### config.mk
export PLATFORM = sky130hd
export DESIGN_NAME = mtsp_sf_wb_collector_flat
export DESIGN_NICKNAME = d
export VERILOG_FILES = /design/src/rtl/mtsp_sf_wb_collector_if.sv /design/src/rtl/mtsp_sf_wb_collector.sv /design/src/flat_wrapper.sv
export SDC_FILE = /design/constraint.sdc
export NUM_CORES = 1
export LEC_CHECK = 0
export BUFFER_PORTS_ARGS = -buffer_cell sky130_fd_sc_hd__buf_2
export CORE_MARGIN = 2
export CORE_UTILIZATION = 40
export DETAILED_ROUTE_END_ITERATION = 12
export HOLD_SLACK_MARGIN = 0.12
export PLACE_DENSITY = 0.7
export RECOVER_POWER = 50
export SKIP_LAST_GASP = 1
export SLEW_MARGIN = 0
export SYNTH_ARGS = -nofsm -noshare
export SYNTH_HDL_FRONTEND = slang
export SYNTH_SLANG_ARGS = --single-unit
### constraint.sdc
create_clock -name CLK -period 4.5 [get_ports CLK]
set_input_delay 0.9 -clock CLK [delete_from_list [all_inputs] [get_ports CLK]]
set_output_delay 0.9 -clock CLK [all_outputs]
set_load 0.02 [all_outputs]
### src/rtl/mtsp_sf_wb_collector_if.sv
// Issue / result / writeback signal bundle for mtsp_sf_wb_collector.
// master = SF issue logic + RF write port side, slave = the collector.
interface mtsp_sf_wb_collector_if #(
  parameter int TAG_W = 6
);
  logic [1:0]       ISSUE_EN;
  logic [TAG_W-1:0] ISSUE_TAG0;
  logic [TAG_W-1:0] ISSUE_TAG1;
  logic [1:0]       ISSUE_READY;
  logic [1:0]       PHASE_EN;
  logic [31:0]      DIN;
  logic             WB_VALID;
  logic             WB_READY;
  logic             WB_PHASE;
  logic [TAG_W-1:0] WB_TAG;
  logic [31:0]      WB_DATA;
  logic             ERR;

  modport master (
    output ISSUE_EN, ISSUE_TAG0, ISSUE_TAG1, PHASE_EN, DIN, WB_READY,
    input  ISSUE_READY, WB_VALID, WB_PHASE, WB_TAG, WB_DATA, ERR
  );

  modport slave (
    input  ISSUE_EN, ISSUE_TAG0, ISSUE_TAG1, PHASE_EN, DIN, WB_READY,
    output ISSUE_READY, WB_VALID, WB_PHASE, WB_TAG, WB_DATA, ERR
  );
endinterface

### src/rtl/mtsp_sf_wb_collector.sv
// Writeback collector behind the SF reciprocal unit: per-phase credit rings, round-robin writeback.
// Optional macro MTSP_SF_WB_EXPAND_EN stores results expanded to IEEE-754 single precision.
module mtsp_sf_wb_collector #(
  parameter int DEPTH = 4,
  parameter int TAG_W = 6
) (
  input  logic                    CLK,
  input  logic                    RST,
  mtsp_sf_wb_collector_if.slave   bus,
  output logic                    o_dbg_lock
);
  localparam int PW = $clog2(DEPTH);
  localparam int CW = PW + 1;

  typedef logic [PW-1:0] ptr_t;
  typedef logic [CW-1:0] cnt_t;
  typedef enum logic {S_IDLE = 1'b0, S_LOCK = 1'b1} state_t;

  // WB handshake: WB_VALID stays high with WB_PHASE/TAG/DATA frozen until the cycle
  // WB_READY is seen high; that cycle pops the entry and releases the lock.

  logic [TAG_W-1:0] r_tag  [2][DEPTH];
  logic [31:0]      r_data [2][DEPTH];
  logic [DEPTH-1:0] r_done [2];
  ptr_t             r_wr   [2];
  ptr_t             r_res  [2];
  ptr_t             r_rd   [2];
  cnt_t             r_cnt  [2];
  cnt_t             r_ndone[2];
  logic             r_rr_last;
  logic             r_sel;
  logic             r_err;
  state_t           r_state;
  state_t           w_state_nxt;

  logic [TAG_W-1:0] w_itag[2];
  logic [1:0]       w_credit;
  logic [1:0]       w_slot;
  logic [1:0]       w_iss;
  logic [1:0]       w_res;
  logic [1:0]       w_head;
  logic [1:0]       w_pop;
  logic             w_iss_err;
  logic             w_res_err;
  logic             w_pick;
  logic             w_valid;
  logic             w_phase;

  function automatic logic [31:0] f_store(input logic [31:0] din);
`ifdef MTSP_SF_WB_EXPAND_EN
    logic [7:0] e8;
    e8 = (din[22:16] == 7'd0) ? 8'd0 : ({1'b0, din[22:16]} + 8'd64);
    return {din[23], e8, din[15:0], 7'd0};
`else
    return din;
`endif
  endfunction

  assign w_itag[0] = bus.ISSUE_TAG0;
  assign w_itag[1] = bus.ISSUE_TAG1;

  always_comb begin
    for (int p = 0; p < 2; p++) begin
      w_credit[p] = (r_cnt[p] < cnt_t'(DEPTH));
      // a result needs an allocated entry that is still waiting for data
      w_slot[p]   = (r_ndone[p] < r_cnt[p]);
      w_head[p]   = (r_cnt[p] != '0) & r_done[p][r_rd[p]];
    end
  end

  always_comb begin
    w_iss     = 2'b00;
    w_iss_err = 1'b0;
    if (bus.ISSUE_EN == 2'b11) begin
      w_iss[1]  = w_credit[1];
      w_iss_err = 1'b1;
    end else begin
      w_iss     = bus.ISSUE_EN & w_credit;
      w_iss_err = |(bus.ISSUE_EN & ~w_credit);
    end
  end

  assign w_res     = bus.PHASE_EN & w_slot;
  assign w_res_err = (bus.PHASE_EN == 2'b11) | (|(bus.PHASE_EN & ~w_slot));
  assign w_pick    = (w_head == 2'b11) ? ~r_rr_last : w_head[1];

  always_comb begin
    w_state_nxt = r_state;
    w_valid     = 1'b0;
    w_phase     = 1'b0;
    w_pop       = 2'b00;
    case (r_state)
      S_IDLE: begin
        if (|w_head) begin
          w_valid = 1'b1;
          w_phase = w_pick;
          if (!bus.WB_READY) w_state_nxt = S_LOCK;
        end
      end
      S_LOCK: begin
        w_valid = 1'b1;
        w_phase = r_sel;
        if (bus.WB_READY) w_state_nxt = S_IDLE;
      end
      default: w_state_nxt = S_IDLE;
    endcase
    if (w_valid && bus.WB_READY) w_pop[w_phase] = 1'b1;
  end

  always_ff @(posedge CLK) begin
    if (RST) begin
      for (int p = 0; p < 2; p++) begin
        r_done[p]  <= '0;
        r_wr[p]    <= '0;
        r_res[p]   <= '0;
        r_rd[p]    <= '0;
        r_cnt[p]   <= '0;
        r_ndone[p] <= '0;
      end
      r_rr_last <= 1'b0;
      r_sel     <= 1'b0;
      r_err     <= 1'b0;
      r_state   <= S_IDLE;
    end else begin
      r_state <= w_state_nxt;
      if (r_state == S_IDLE) r_sel <= w_phase;
      if (w_iss_err || w_res_err) r_err <= 1'b1;
      if (w_valid && bus.WB_READY) r_rr_last <= w_phase;
      // issue, pop and result touch distinct entries, so all three may land together
      for (int p = 0; p < 2; p++) begin
        if (w_iss[p]) begin
          r_tag[p][r_wr[p]]  <= w_itag[p];
          r_done[p][r_wr[p]] <= 1'b0;
          r_wr[p]            <= r_wr[p] + ptr_t'(1);
        end
        if (w_pop[p]) begin
          r_done[p][r_rd[p]] <= 1'b0;
          r_rd[p]            <= r_rd[p] + ptr_t'(1);
        end
        if (w_res[p]) begin
          r_data[p][r_res[p]] <= f_store(bus.DIN);
          r_done[p][r_res[p]] <= 1'b1;
          r_res[p]            <= r_res[p] + ptr_t'(1);
        end
        r_cnt[p]   <= r_cnt[p]   + cnt_t'(w_iss[p]) - cnt_t'(w_pop[p]);
        r_ndone[p] <= r_ndone[p] + cnt_t'(w_res[p]) - cnt_t'(w_pop[p]);
      end
    end
  end

  assign bus.ISSUE_READY = w_credit;
  assign bus.WB_VALID    = w_valid;
  assign bus.WB_PHASE    = w_phase;
  assign bus.WB_TAG      = w_valid ? r_tag[w_phase][r_rd[w_phase]]  : '0;
  assign bus.WB_DATA     = w_valid ? r_data[w_phase][r_rd[w_phase]] : '0;
  assign bus.ERR         = r_err;
  assign o_dbg_lock      = (r_state == S_LOCK);
endmodule

### src/flat_wrapper.sv
// flat-port wrapper written by rule: the top's interface ports become plain ports
module mtsp_sf_wb_collector_flat 
#(
  parameter int DEPTH = 4,
  parameter int TAG_W = 6
)
  (CLK, RST, o_dbg_lock, bus_ISSUE_EN, bus_ISSUE_TAG0, bus_ISSUE_TAG1, bus_PHASE_EN, bus_DIN, bus_WB_READY, bus_ISSUE_READY, bus_WB_VALID, bus_WB_PHASE, bus_WB_TAG, bus_WB_DATA, bus_ERR);
  mtsp_sf_wb_collector_if #(.TAG_W(TAG_W)) bus_i ();
  input  logic CLK;
  input  logic RST;
  output logic o_dbg_lock;
  input wire logic [$bits(bus_i.ISSUE_EN)-1:0] bus_ISSUE_EN;
  input wire logic [$bits(bus_i.ISSUE_TAG0)-1:0] bus_ISSUE_TAG0;
  input wire logic [$bits(bus_i.ISSUE_TAG1)-1:0] bus_ISSUE_TAG1;
  input wire logic [$bits(bus_i.PHASE_EN)-1:0] bus_PHASE_EN;
  input wire logic [$bits(bus_i.DIN)-1:0] bus_DIN;
  input wire logic [$bits(bus_i.WB_READY)-1:0] bus_WB_READY;
  output wire logic [$bits(bus_i.ISSUE_READY)-1:0] bus_ISSUE_READY;
  output wire logic [$bits(bus_i.WB_VALID)-1:0] bus_WB_VALID;
  output wire logic [$bits(bus_i.WB_PHASE)-1:0] bus_WB_PHASE;
  output wire logic [$bits(bus_i.WB_TAG)-1:0] bus_WB_TAG;
  output wire logic [$bits(bus_i.WB_DATA)-1:0] bus_WB_DATA;
  output wire logic [$bits(bus_i.ERR)-1:0] bus_ERR;
  assign bus_i.ISSUE_EN = bus_ISSUE_EN;
  assign bus_i.ISSUE_TAG0 = bus_ISSUE_TAG0;
  assign bus_i.ISSUE_TAG1 = bus_ISSUE_TAG1;
  assign bus_i.PHASE_EN = bus_PHASE_EN;
  assign bus_i.DIN = bus_DIN;
  assign bus_i.WB_READY = bus_WB_READY;
  assign bus_ISSUE_READY = bus_i.ISSUE_READY;
  assign bus_WB_VALID = bus_i.WB_VALID;
  assign bus_WB_PHASE = bus_i.WB_PHASE;
  assign bus_WB_TAG = bus_i.WB_TAG;
  assign bus_WB_DATA = bus_i.WB_DATA;
  assign bus_ERR = bus_i.ERR;
  mtsp_sf_wb_collector #(.DEPTH(DEPTH), .TAG_W(TAG_W)) u_core (.CLK(CLK), .RST(RST), .bus(bus_i), .o_dbg_lock(o_dbg_lock));
endmodule
==> flow_summary.json <==
{
  "pre_cts_ws_ps": 778,
  "port_buffers": 94,
  "outcome": "finished, violations left",
  "grt_pass1_wl_mm": 44.3,
  "p_seq_share_pct": 40.0,
  "stdcell_area_sq_um": 16000,
  "cts_max_path_buffers": 3,
  "clk_latency_ps": 510,
  "syn_inst": 780,
  "wire_per_inst_microns": 21.4,
  "cap_violations": 1,
  "postRouteWirelength_mm": 29.3,
  "p_per_area_nw_per_um2": 616,
  "power_switching_uw": 3290,
  "h-tree-depth": 2,
  "regArea_sq_um": 10000,
  "worstPathRequired_ps": 3600,
  "p_comb_share_pct": 32.3,
  "cts_hold_repair.buffers": 0,
  "fillers": 2969,
  "slew_headroom_pct": -5.86,
  "route.met3.wl_mm": 1.65,
  "vias": 7158,
  "highest_layer": "met4",
  "postCtsSetupBuffers": 0,
  "cts_tree": "done",
  "core_sq_um": 34500,
  "mostFrequentLayoutCell": "edfxtp_1",
  "cts_buffers": 35,
  "antenna_found_initial": 1,
  "setup_tns_ps": 0,
  "cpMostUsedCell": "nand2_1",
  "rsz0062_at_grt": "false",
  "multi_input_area_sq_um": 3600,
  "antenna_left": 0,
  "max_stage_delay_ps": 760,
  "gp_congestion": 0.732,
  "postSynthAreaPerCell_sq_um": 17.9,
  "ys_ff_latch": 340,
  "drtIter0Drc": 513,
  "cts_root_buf": "clkbuf_16",
  "yosysUniqueCellTypes": 38,
  "clock_skew_ps": 16.7,
  "layout-drive-gt1-share_pct": 22.7,
  "grt_pass1_vias": 7375,
  "dr_wl_met2_mm": 14.6,
  "clk_pin_slew_worst_paths_ps": 60,
  "initial_core_util_pct": 40.5,
  "leakage_uw": 0.00553,
  "worst_pin_slew_ps": 1590,
  "period_needed_ps": 4160,
  "power_uw": 9880,
  "drc": 0,
  "p_int_uw": 6590,
  "path_cells": "mux4_2 -> nand4b_1 -> o211ai_4 -> inv_2 -> buf_4 -> nand2_1 -> nand2_1 -> buf_2",
  "die_area_sq_um": 36400,
  "first_pass_iters": 5,
  "arrival_ps": 3260,
  "seq_area_frac_synth_pct": 72.1,
  "rows": 68,
  "critPathTopFamily": "buffers and inverters",
  "pin_count": 95,
  "cts_resized": 0,
  "synth_area_sq_um": 13900,
  "fin_nets": 985,
  "track_usage_pct": 16.4,
  "stdcell_count": 1369,
  "final_hold_viol_count": 0,
  "path_buf_inv": 3,
  "hold_path.class": "flip-flop to flip-flop",
  "cts_sinks": 340,
  "fmax_mhz": 240,
  "layout_common_cells": "edfxtp_1, nand2_1, mux4_2",
  "place_inst": 1312,
  "die_y_microns": 191,
  "violations": "capacitance limit, slew limit",
  "peakVddDrop_v": 0.000338,
  "endpoint_kind": "primary output",
  "area_delta_synth_final_pct": 15.0,
  "slew_viol_final": 37,
  "slowest_stage": "edfxtp_1",
  "grt_max_degree": 44,
  "viasPerCell": 5.23,
  "die_w_microns": 191,
  "place_area_sq_um": 15000,
  "wl_met1_mm": 12.6,
  "p_sw_share_pct": 33.3,
  "cp-start-kind": "flip-flop",
  "path_max_fanout": 19,
  "clkPwrFrac_pct": 27.7,
  "crit_type": "flip-flop to primary output",
  "finalSetupViolations": 0,
  "layout_setup_ws_ps": 339,
  "yosysWarnings": 0,
  "dp_hpwl_mm": 17.4,
  "grt_overflow": 0,
  "min_period_over_period_pct": 92.5,
  "synth_fp_nets": 871
}
final cells by class:
class	instances	area share, %
Sequential cell	340	62.7
Multi-Input combinational cell	355	22.5
Clock buffer	50	5.94
Timing Repair Buffer	117	3.64
Tap cell	455	3.55
Inverter	45	1.05
Clock inverter	6	0.663
Antenna cell	1	0.0156
Yosys cell counts:
library cell	count	area (sq um)
a31oi_2	1	12.5
a221o_1	4	40.0
ha_1	36	450
mux2i_1	1	10.0
buf_4	1	7.51
nor2_1	14	52.6
dfxtp_1	16	320
nor3_1	11	55.1
or2_2	3	18.8
nand4b_1	1	8.76
o221ai_1	4	35.0
nand2b_1	7	43.8
a211o_1	1	8.76
nand2_1	85	319
buf_1	6	22.5
mux4_2	78	1760
or3_1	2	12.5
a211oi_1	2	15.0
fa_1	4	80.1
edfxtp_1	324	9730
xnor2_1	8	70.1
buf_2	6	30.0
and2_1	12	75.1
mux2_2	1	11.3
o21ai_0	2	10.0
o21bai_1	1	7.51
o211ai_1	1	7.51
a21oi_1	10	50.1
nand3_1	38	190
o31a_1	1	8.76
o211ai_4	1	21.3
inv_2	2	7.51
a21o_1	7	52.6
nor3b_1	10	75.1
nor2b_1	8	50.1
inv_1	43	161
nor3_4	1	16.3
clkbuf_1	27	101
through the flow:
step | utilization, % | hold slack [ps]
after floorplan | - | 454
after global placement | 43.6 | 487
after detailed placement | 43.6 | 495
after CTS | 46.7 | 503
after global routing | 46.5 | 579
final | 46.5 | 511
worst reg2reg max path: stages (launching register included):
cell	delay, ps
edfxtp_1	760
mux4_2	590
nand4b_1	160
o211ai_4	90
inv_2	450
nand2_1	240
inv_1	150
ha_1	140
inv_1	40
ha_1	180
fa_1	380
xnor2_1	190
xnor2_1	130
nor2_1	50
path summary, 6_finish.rpt:
check	startpoint	end	slack, ps	cells past startpoint
hold reg to reg	u_core.r_rr_last	u_core.r_rr_last	510	2
setup reg to reg	u_core.r_rd[0][0]	u_core.r_cnt[0][5]	790	13
hold / removal	u_core.r_rr_last	u_core.r_rr_last	510	2
setup / recovery	u_core.r_rd[0][0]	bus_WB_DATA[29]	340	8
power groups by stage:
stage / Sequential [uW] / Clock [uW] / Combinational [uW]
2_1_floorplan: 3990 / 0 / 2180
3_5_place_dp: 4030 / 0 / 3240
6_report: 3960 / 2730 / 3190
5_1_grt: 3990 / 2910 / 3490
4_1_cts: 3960 / 2800 / 3260
3_3_place_gp: 4010 / 0 / 3200
routing by layer:
layer  up-vias  track usage, %
met5         -               0
met4         0            4.03
met3        44            3.07
met2       177            27.7
met1      3703            22.1
li1       3234               -
cells by family after synthesis:
family	share of synthesized area, %
flip-flops	72.1
adder cells (fa/ha/maj)	3.80
buffers and inverters	2.37
XOR/XNOR	0.502
AND/OR/NAND/NOR	6.58
multiplexers	12.8
AO/OA/AOI/OAI	1.93
flip-flops by register name, indices dropped and copies added (netlist names):
name	flops
u_core.o_dbg_lock	1
u_core.r_res	4
u_core.r_tag	48
u_core.r_cnt	6
u_core.r_rr_last	1
u_core.r_data	256
u_core.bus.ERR	1
u_core.r_ndone	6
u_core.r_sel	1
u_core.r_done	8
u_core.r_rd	4
u_core.r_wr	4
No activity file was read; power rests on OpenSTA's default activity.
